`src/rtl/audio_menu_ctrl.sv`:
```
`default_nettype none
// +----------------------------------------------------------------------------+
// | audio_menu_ctrl: three-button audio mode menu with 2-digit 7-seg display.  |
// | Optional macro MENU_WRAP_EN: wrap candidate index at the range ends.       |
// | Revision: 1.0                                                              |
// +----------------------------------------------------------------------------+
module audio_menu_ctrl #(
  parameter int NUM_MODES      = 7,
  parameter int DEB_CYCLES     = 16,
  parameter int TIMEOUT_CYCLES = 1024,
  parameter int BLINK_CYCLES   = 256,
  parameter int REFRESH_CYCLES = 64
) (
  input  logic                 clk,
  input  logic                 rst,
  input  logic                 up,
  input  logic                 down,
  input  logic                 ok,
  output logic [NUM_MODES-1:0] mode_en,
  output logic [2:0]           mode_idx,
  output logic                 browsing,
  output logic [6:0]           seg,
  output logic [1:0]           an
);

  localparam int c_deb_w = $clog2(DEB_CYCLES + 1);
  localparam int c_tmo_w = $clog2(TIMEOUT_CYCLES + 1);
  localparam int c_blk_w = $clog2(BLINK_CYCLES + 1);
  localparam int c_ref_w = $clog2(REFRESH_CYCLES + 1);

  logic [2:0] btn_raw;
  logic [2:0] btn_pulse;
  assign btn_raw = {ok, down, up};

  for (genvar i = 0; i < 3; i++) begin : g_btn
    logic               sync1_q, sync2_q, deb_q, deb_d, prev_q, pulse_q;
    logic [c_deb_w-1:0] cnt_q, cnt_d;

    always_comb begin
      deb_d = deb_q;
      cnt_d = '0;
      if (sync2_q != deb_q) begin
        if (cnt_q == c_deb_w'(DEB_CYCLES - 1)) deb_d = sync2_q;
        else cnt_d = cnt_q + c_deb_w'(1);
      end
    end

    always_ff @(posedge clk or posedge rst) begin
      if (rst) begin
        sync1_q <= 1'b0;
        sync2_q <= 1'b0;
        deb_q   <= 1'b0;
        cnt_q   <= '0;
        prev_q  <= 1'b0;
        pulse_q <= 1'b0;
      end else begin
        sync1_q <= btn_raw[i];
        sync2_q <= sync1_q;
        deb_q   <= deb_d;
        cnt_q   <= cnt_d;
        prev_q  <= deb_q;
        pulse_q <= deb_q & ~prev_q;
      end
    end

    assign btn_pulse[i] = pulse_q;
  end

  typedef enum logic [0:0] {IDLE = 1'b0, BROWSE = 1'b1} state_t;

  state_t               state_q, state_d;
  logic [2:0]           cand_q, cand_d, idx_q, idx_d, disp_idx;
  logic [NUM_MODES-1:0] mode_en_q, mode_en_d;
  logic [c_tmo_w-1:0]   tmo_q, tmo_d;
  logic [c_blk_w-1:0]   blink_cnt_q, blink_cnt_d;
  logic                 blink_off_q, blink_off_d;
  logic [c_ref_w-1:0]   ref_cnt_q, ref_cnt_d;
  logic                 dig_sel_q, dig_sel_d;
  logic [6:0]           seg_q, seg_d;
  logic [1:0]           an_q, an_d;
  logic                 up_p, dn_p, ok_p, step_p;

  function automatic logic [2:0] step_up(input logic [2:0] v);
    if (v == 3'(NUM_MODES - 1)) begin
`ifdef MENU_WRAP_EN
      return 3'd0;
`else
      return v;
`endif
    end
    return v + 3'd1;
  endfunction

  function automatic logic [2:0] step_dn(input logic [2:0] v);
    if (v == 3'd0) begin
`ifdef MENU_WRAP_EN
      return 3'(NUM_MODES - 1);
`else
      return v;
`endif
    end
    return v - 3'd1;
  endfunction

  function automatic logic [6:0] glyph(input logic [2:0] v);
    case (v)
      3'd0:    return 7'b1111110;
      3'd1:    return 7'b0110001;
      3'd2:    return 7'b1001111;
      3'd3:    return 7'b0110000;
      3'd4:    return 7'b1110001;
      3'd5:    return 7'b1001000;
      3'd6:    return 7'b0011000;
      default: return 7'b1000001;
    endcase
  endfunction

  function automatic logic [6:0] numeral(input logic [2:0] v);
    case (v)
      3'd0:    return 7'b0000001;
      3'd1:    return 7'b1001111;
      3'd2:    return 7'b0010010;
      3'd3:    return 7'b0000110;
      3'd4:    return 7'b1001100;
      3'd5:    return 7'b0100100;
      3'd6:    return 7'b0100000;
      default: return 7'b0001111;
    endcase
  endfunction

  always_comb begin
    up_p        = btn_pulse[0];
    dn_p        = btn_pulse[1];
    ok_p        = btn_pulse[2];
    step_p      = up_p ^ dn_p;
    state_d     = state_q;
    cand_d      = cand_q;
    idx_d       = idx_q;
    tmo_d       = tmo_q;
    blink_cnt_d = '0;
    blink_off_d = 1'b0;

    case (state_q)
      IDLE: begin
        if (step_p) begin
          state_d = BROWSE;
          cand_d  = up_p ? step_up(idx_q) : step_dn(idx_q);
          tmo_d   = '0;
        end
      end
      default: begin
        if (blink_cnt_q == c_blk_w'(BLINK_CYCLES - 1)) begin
          blink_off_d = ~blink_off_q;
        end else begin
          blink_cnt_d = blink_cnt_q + c_blk_w'(1);
          blink_off_d = blink_off_q;
        end
        // ok wins over a same-cycle step, so the pre-step candidate commits
        if (ok_p) begin
          idx_d   = cand_q;
          state_d = IDLE;
          tmo_d   = '0;
        end else if (step_p) begin
          cand_d = up_p ? step_up(cand_q) : step_dn(cand_q);
          tmo_d  = '0;
        end else if (tmo_q == c_tmo_w'(TIMEOUT_CYCLES - 1)) begin
          state_d = IDLE;
          cand_d  = idx_q;
          tmo_d   = '0;
        end else begin
          tmo_d = tmo_q + c_tmo_w'(1);
        end
      end
    endcase

    for (int i = 0; i < NUM_MODES; i++) mode_en_d[i] = (idx_d == 3'(i));

    if (ref_cnt_q == c_ref_w'(REFRESH_CYCLES - 1)) begin
      ref_cnt_d = '0;
      dig_sel_d = ~dig_sel_q;
    end else begin
      ref_cnt_d = ref_cnt_q + c_ref_w'(1);
      dig_sel_d = dig_sel_q;
    end

    disp_idx = (state_q == BROWSE) ? cand_q : idx_q;
    an_d     = dig_sel_q ? 2'b01 : 2'b10;
    seg_d    = dig_sel_q ? numeral(disp_idx) : glyph(disp_idx);
    if (state_q == BROWSE && blink_off_q) seg_d = 7'b1111111;
  end

  always_ff @(posedge clk or posedge rst) begin
    if (rst) begin
      state_q     <= IDLE;
      cand_q      <= 3'd0;
      idx_q       <= 3'd0;
      mode_en_q   <= NUM_MODES'(1);
      tmo_q       <= '0;
      blink_cnt_q <= '0;
      blink_off_q <= 1'b0;
      ref_cnt_q   <= '0;
      dig_sel_q   <= 1'b0;
      seg_q       <= 7'b1111111;
      an_q        <= 2'b10;
    end else begin
      state_q     <= state_d;
      cand_q      <= cand_d;
      idx_q       <= idx_d;
      mode_en_q   <= mode_en_d;
      tmo_q       <= tmo_d;
      blink_cnt_q <= blink_cnt_d;
      blink_off_q <= blink_off_d;
      ref_cnt_q   <= ref_cnt_d;
      dig_sel_q   <= dig_sel_d;
      seg_q       <= seg_d;
      an_q        <= an_d;
    end
  end

  assign mode_en  = mode_en_q;
  assign mode_idx = idx_q;
  assign browsing = (state_q == BROWSE);
  assign seg      = seg_q;
  assign an       = an_q;

endmodule
`default_nettype wire

```
`config.mk`:
```
export PLATFORM = sky130hd
export DESIGN_NAME = audio_menu_ctrl
export DESIGN_NICKNAME = d
export VERILOG_FILES = /design/src/rtl/audio_menu_ctrl.sv
export SDC_FILE = /design/constraint.sdc
export NUM_CORES = 1
export LEC_CHECK = 0
export CORE_UTILIZATION = 55
export DETAILED_ROUTE_END_ITERATION = 8
export GPL_ROUTABILITY_DRIVEN = 0
export PLACE_DENSITY = 0.76
export SLEW_MARGIN = 20
export SYNTH_ARGS = -nofsm -noshare
export SYNTH_HDL_FRONTEND = slang
export SYNTH_SLANG_ARGS = --single-unit
```
`constraint.sdc`:
```
create_clock -name clk -period 3.75 [get_ports clk]
set_input_delay 0.75 -clock clk [delete_from_list [all_inputs] [get_ports clk]]
set_output_delay 0.75 -clock clk [all_outputs]
set_load 0.01 [all_outputs]
```
Yosys cells after proc, flatten, opt, wreduce, memory -nomap -nowiden
Cells that the tools add are included.

Muxes and demuxes: 56. Bitwise operators: 9. Eq/ne operators: 27. Add/subtract/negate cells: 10. Reductions and logical operators: 11.

Operator list (number): $pmux 7 s7 (2); $mux 11 (5); $mux 3 (16); $mux 5 (6); $eq 3x3->1 const B (8); $mux 1 (21); $mux 7 (3); $mux 9 (2); $add 5x1->5 const B (3); $eq 5x4->1 const B (3); $eq 3x2->1 const B (4); $logic_not 3->1 (4); $add 11x1->11 const B (1); $eq 11x10->1 const B (1); $ne 5x5->1 const B (2); $add 9x1->9 const B (1); $eq 9x8->1 const B (1); $add 7x1->7 const B (1); $eq 7x6->1 const B (1); $add 3x1->3 const B (2); $eq 3x1->1 const B (2); $reduce_and 2->1 (3); $sub 3x1->3 const B (2); $not 1->1 (5); 9 further kinds (14).

Input port bits: 5. Logic and storage cells: 142. Register bits after elaboration: 82.

Depth between registers and ports, before layout
Depth after elaboration: 10. Mapped depth: 8. Depth with buffers taken out: 7.

Least setup slack after synthesis
Ideal clock, no wire load.

Path kind: register to register. Start point: register tmo_q[0]. End point: register tmo_q[3]. Arrival: 1.726 ns. Library setup time: 0.074 ns. Required time: 3.676 ns. Stages on the path, launching flop included: 8. Slack: 1.949 ns. Cells stage by stage: dfrtp_1 -> ha_1 -> nand4_2 -> nor4_4 -> or3_1 -> buf_6 -> or3_1 -> o21ai_2.

Longest elaborated chain between the ends: 5. Elaborated cells between the ends (all ways): 6. Classes of those cells: 1 x add/sub; 1 x eq/ne; 4 x mux.

Ends and longest elaborated chain: start: declaration (line 74) `logic [c_tmo_w-1:0] tmo_q, tmo_d;`; start signal: assignment (line 210) `tmo_q <= tmo_d;`; $add 11x1->11 or $eq 11x10->1 (tied branches) (line 171, 166); $mux 11 (*) (line 166) `end else if (tmo_q == c_tmo_w'(TIMEOUT_CYCLES - 1)) begin`; $mux 11 (*) (line 163) `end else if (step_p) begin`; $mux 11 (*) (line 159) `if (ok_p) begin`; $mux 11 (*) (line 143) `case (state_q)`.

Every way passes the cells marked *; elsewhere a longest branch is shown, timed or not. A chain may end at the register's enable or synchronous reset.

Final worst setup path
Start point: register state_q, in the netlist browsing. End point: output browsing.

RTL lines: start: declaration (line 71) `state_t state_q, state_d;`; start signal: assignment (line 206) `state_q <= state_d;`; end: declaration (line 21) `output logic browsing,`.

No word-level cell between the ends.

==> summary.log <==
qor: status.run_status complete, no violations
qor: critical_path.cp.required 3.00 ns
qor: cells_and_area.layout.core_utilization 0.666
qor: timing.hold_violations 0
qor: clock_network.cts_resized 0
qor: critical_path.timing.critical_path.arrival 1.66 ns
qor: routing.drt_iter0_markers 221
qor: pwr.power_leakage 0.00199 uW
qor: pwr.pwr-share-comb 0.034
qor: clock_network.max-clock-path-buffers 2
qor: routing.drt_wl_total 6550 um
qor: synthesis.synth_edf_count 0
qor: global_route.grt_pass1_vias 2501
qor: synthesis.synthesis.instances 348
qor: critical_path.worstPathMaxFanout 17
qor: pwr.power.switching 356 uW
qor: clock_network.cts_setup_buffers 0
qor: die.ioPinCount 25
qor: critical_path.timing.critical_path.buf_inv 1
qor: synthesis.yosys.area.top_type_share 0.486
qor: die.die_height 84.6 um
qor: timing.timing_max_transition_violations_final 0
qor: synthesis.synth_area_leaders sky130_fd_sc_hd__dfrtp_1 (49%), sky130_fd_sc_hd__dfstp_2 (6.3%), sky130_fd_sc_hd__nor2_1 (3.8%)
qor: routing.route.vias.total 2564
qor: min_path.min-delay-path-class reg2reg
qor: die.core_region_area 6460 um^2
qor: clock_network.worstSkewPairLatency 0.34 ns
qor: synthesis.asyncSetResetFlopFracSynth 1.00
qor: timing.tightestPinTransition 0.812 ns
qor: critical_path.worstSetupStartpointType flop
qor: cells_and_area.nFillCells 506
qor: critical_path.slowest_delay 0.68 ns
qor: clock_network.cts.root.buffer_cell sky130_fd_sc_hd__clkbuf_8
qor: pwr.cellPowerDensity 393 nW/um^2
qor: synthesis.yosys.cell_types.count 58
qor: critical_path.crit_path_top_delay_cell sky130_fd_sc_hd__dfrtp_1
qor: synthesis.synth.most_common_cell sky130_fd_sc_hd__dfrtp_1
qor: cells_and_area.synthToLayoutAreaGrowth 14.5%
qor: clock_network.cts.sink_count 82
qor: timing.finalWorstPathRequiredPeriod 2.41 ns
qor: timing.finalWorstSetupSlack 1.34 ns
qor: die.die_w 84.6 um
qor: clock_network.cts.hold.buffers_added 0
qor: timing.highest_achievable_clock_rate 0.415 GHz
qor: routing.detailedRoute.firstPassIterationCount 4
qor: global_route.use_met2 0.319
qor: synthesis.number_of_flip_flops_and_latches_in_the_synthesized_netlist 82
qor: synthesis.syn-cell-area 3760 um^2
qor: global_route.grtUsageMet3 0.0462
qor: timing.slew_headroom 0.457
qor: clock_network.cts_made_buffers 9
qor: routing.ant_nets 0
qor: pwr.peakVddDrop 0.348 mV
qor: global_route.grt_pass1_wl 11500 um
qor: critical_path.worst_setup_path_end_kind output pin
qor: global_route.grtUsageMet1 0.284
qor: place.hpwl 4570 um
qor: synthesis.ys.flop_type sky130_fd_sc_hd__dfrtp_1
qor: pwr.power.share.sequential 0.539
qor: cells_and_area.num_antenna_cells 0
qor: clock_network.path_clk_slew 0.08 ns
qor: critical_path.worst-setup-path-type reg2out
qor: pwr.p_clk_frac 0.427
qor: pwr.cell_internal_pwr 1340 uW
qor: synthesis.sequential_fraction_of_the_synthesis_area 0.549
qor: global_route.number_of_antenna_violations_at_the_first_check_in_global_routing 0
qor: timing.fin_tns_setup 0 ns
qor: synthesis.netlist.top_cell.by_area sky130_fd_sc_hd__dfrtp_1
qor: critical_path.cpLargestDelayFamily flip-flops
qor: global_route.groute.usage.overall 0.206
qor: routing.wire_per_inst 14.2 um
qor: synthesis.syn_avg_cell_area 10.8 um^2
qor: global_route.grt-ovfl-total 0
qor: synthesis.yosys_warnings 0
qor: timing.rsz_0062_raised_after_global_routing false
qor: timing.finalClockSkew 0.00923 ns
qor: place.placement.setup.worst_slack 1.62 ns
qor: job.drv.max_cap_violation_count 0
qor: die.fp.dieArea 7160 um^2
qor: global_route.top_usage_layer met2
qor: critical_path.crit_path_cell_trace clkdlybuf4s50_1
qor: timing.setup_viol 0
qor: synthesis.synth.net_count 364
qor: die.floorplan.initialDensity 0.582
qor: clock_network.number_of_h_tree_branching_levels 3
qor: place.placement.io_buffers 24
qor: critical_path.r2r_setup_slack 1.61 ns
qor: global_route.largest_net_degree_at_the_start_of_global_routing 45
qor: pwr.power_switching_share 0.210
qor: synthesis.ys_top_cells_by_count sky130_fd_sc_hd__dfrtp_1 (73), sky130_fd_sc_hd__nor2_1 (38), sky130_fd_sc_hd__nand2_1 (24)
qor: cells_and_area.layout.nets 395
qor: routing.routed_vias_inst 5.56
qor: clock_network.cts_tree yes
qor: timing.min_period_over_period 0.642
qor: routing.post-route-drc-count 0
qor: cells_and_area.drive_above_1_share 0.122
qor: die.placement_rows 29
## through the flow
step                      instances  cell area (um^2)  hold WS [ns]  power, uW
after global placement          445              4070         0.341        987
after global routing            461              4300         0.369       1760
after detailed placement        445              4070         0.339        989
final                           461              4300         0.353       1690
after CTS                       461              4300         0.357       1720
after floorplan                 348              3760         0.331        971
## flip-flops by register name, indices dropped and copies added, names as in the netlist, 2 cells and up
| name | flops |
|---|---|
| an | 2 |
| blink_cnt_q | 9 |
| cand_q | 3 |
| g_btn.cnt_q | 15 |
| g_btn.deb_q | 3 |
| g_btn.prev_q | 3 |
| g_btn.pulse_q | 2 |
| g_btn.sync1_q | 3 |
| g_btn.sync2_q | 3 |
| mode_en | 7 |
| mode_idx | 3 |
| ref_cnt_q | 7 |
| seg | 7 |
| tmo_q | 11 |
## metal layers
| layer | vias up | share of wire |
|---|---|---|
| met5 | - | 0 |
| met4 | 0 | 0.0078 |
| met3 | 4 | 0.039 |
| met2 | 50 | 0.48 |
| met1 | 1243 | 0.47 |
| li1 | 1267 | - |
## placed cells by master (no fill, tap or decap), drive strengths merged, types with 12 or more instances in the layout
cell,count
a21oi,14
and2,12
clkdlybuf4s50,24
dfrtp,73
nand2,25
nand3,17
nor2,38
o21ai,24
xor2,15
## layout make-up
class,count,area [um^2],share of cell area
clock buffers,11,151,0.0352
clock inverters,5,85.1,0.0198
inverters,11,42.5,0.00989
multi-input cells,248,1600,0.372
flip-flops and latches,82,2060,0.480
well taps,77,96.3,0.0224
repair buffers,27,263,0.0611
## final timing paths
path	startpoint	endpoint	depth (start not counted)
setup / recovery	browsing	browsing	1
max in group asynchronous	rst	seg[4]	3
min in group asynchronous	rst	mode_idx[0]	2
hold / removal	g_btn[1].sync1_q	g_btn[1].sync2_q	0
setup reg to reg	g_btn[0].pulse_q	tmo_q[7]	5
hold reg to reg	g_btn[1].sync1_q	g_btn[1].sync2_q	0
## logic make-up (layout without fill, tap and decap cells)
family	Yosys count	count (layout)	synth area share
XOR/XNOR	24	24	0.0560
AO/OA/AOI/OAI	60	60	0.101
adder cells (fa/ha/maj)	11	11	0.0386
multiplexers	12	12	0.0346
buffers and inverters	18	54	0.0246
AND/OR/NAND/NOR	141	141	0.196
flip-flops	82	82	0.549
## power by group through the flow
| stage | sequential, uW | clock (uW) | combinational [uW] |
|---|---|---|---|
| CTS | 913 | 743 | 59.7 |
| finish | 913 | 722 | 57.5 |
| global placement | 929 | 0 | 57.9 |
| floorplan | 926 | 0 | 45.7 |
| global route | 915 | 775 | 68.0 |
| detailed placement | 930 | 0 | 59.4 |
Power figures use the tool's default switching activity.
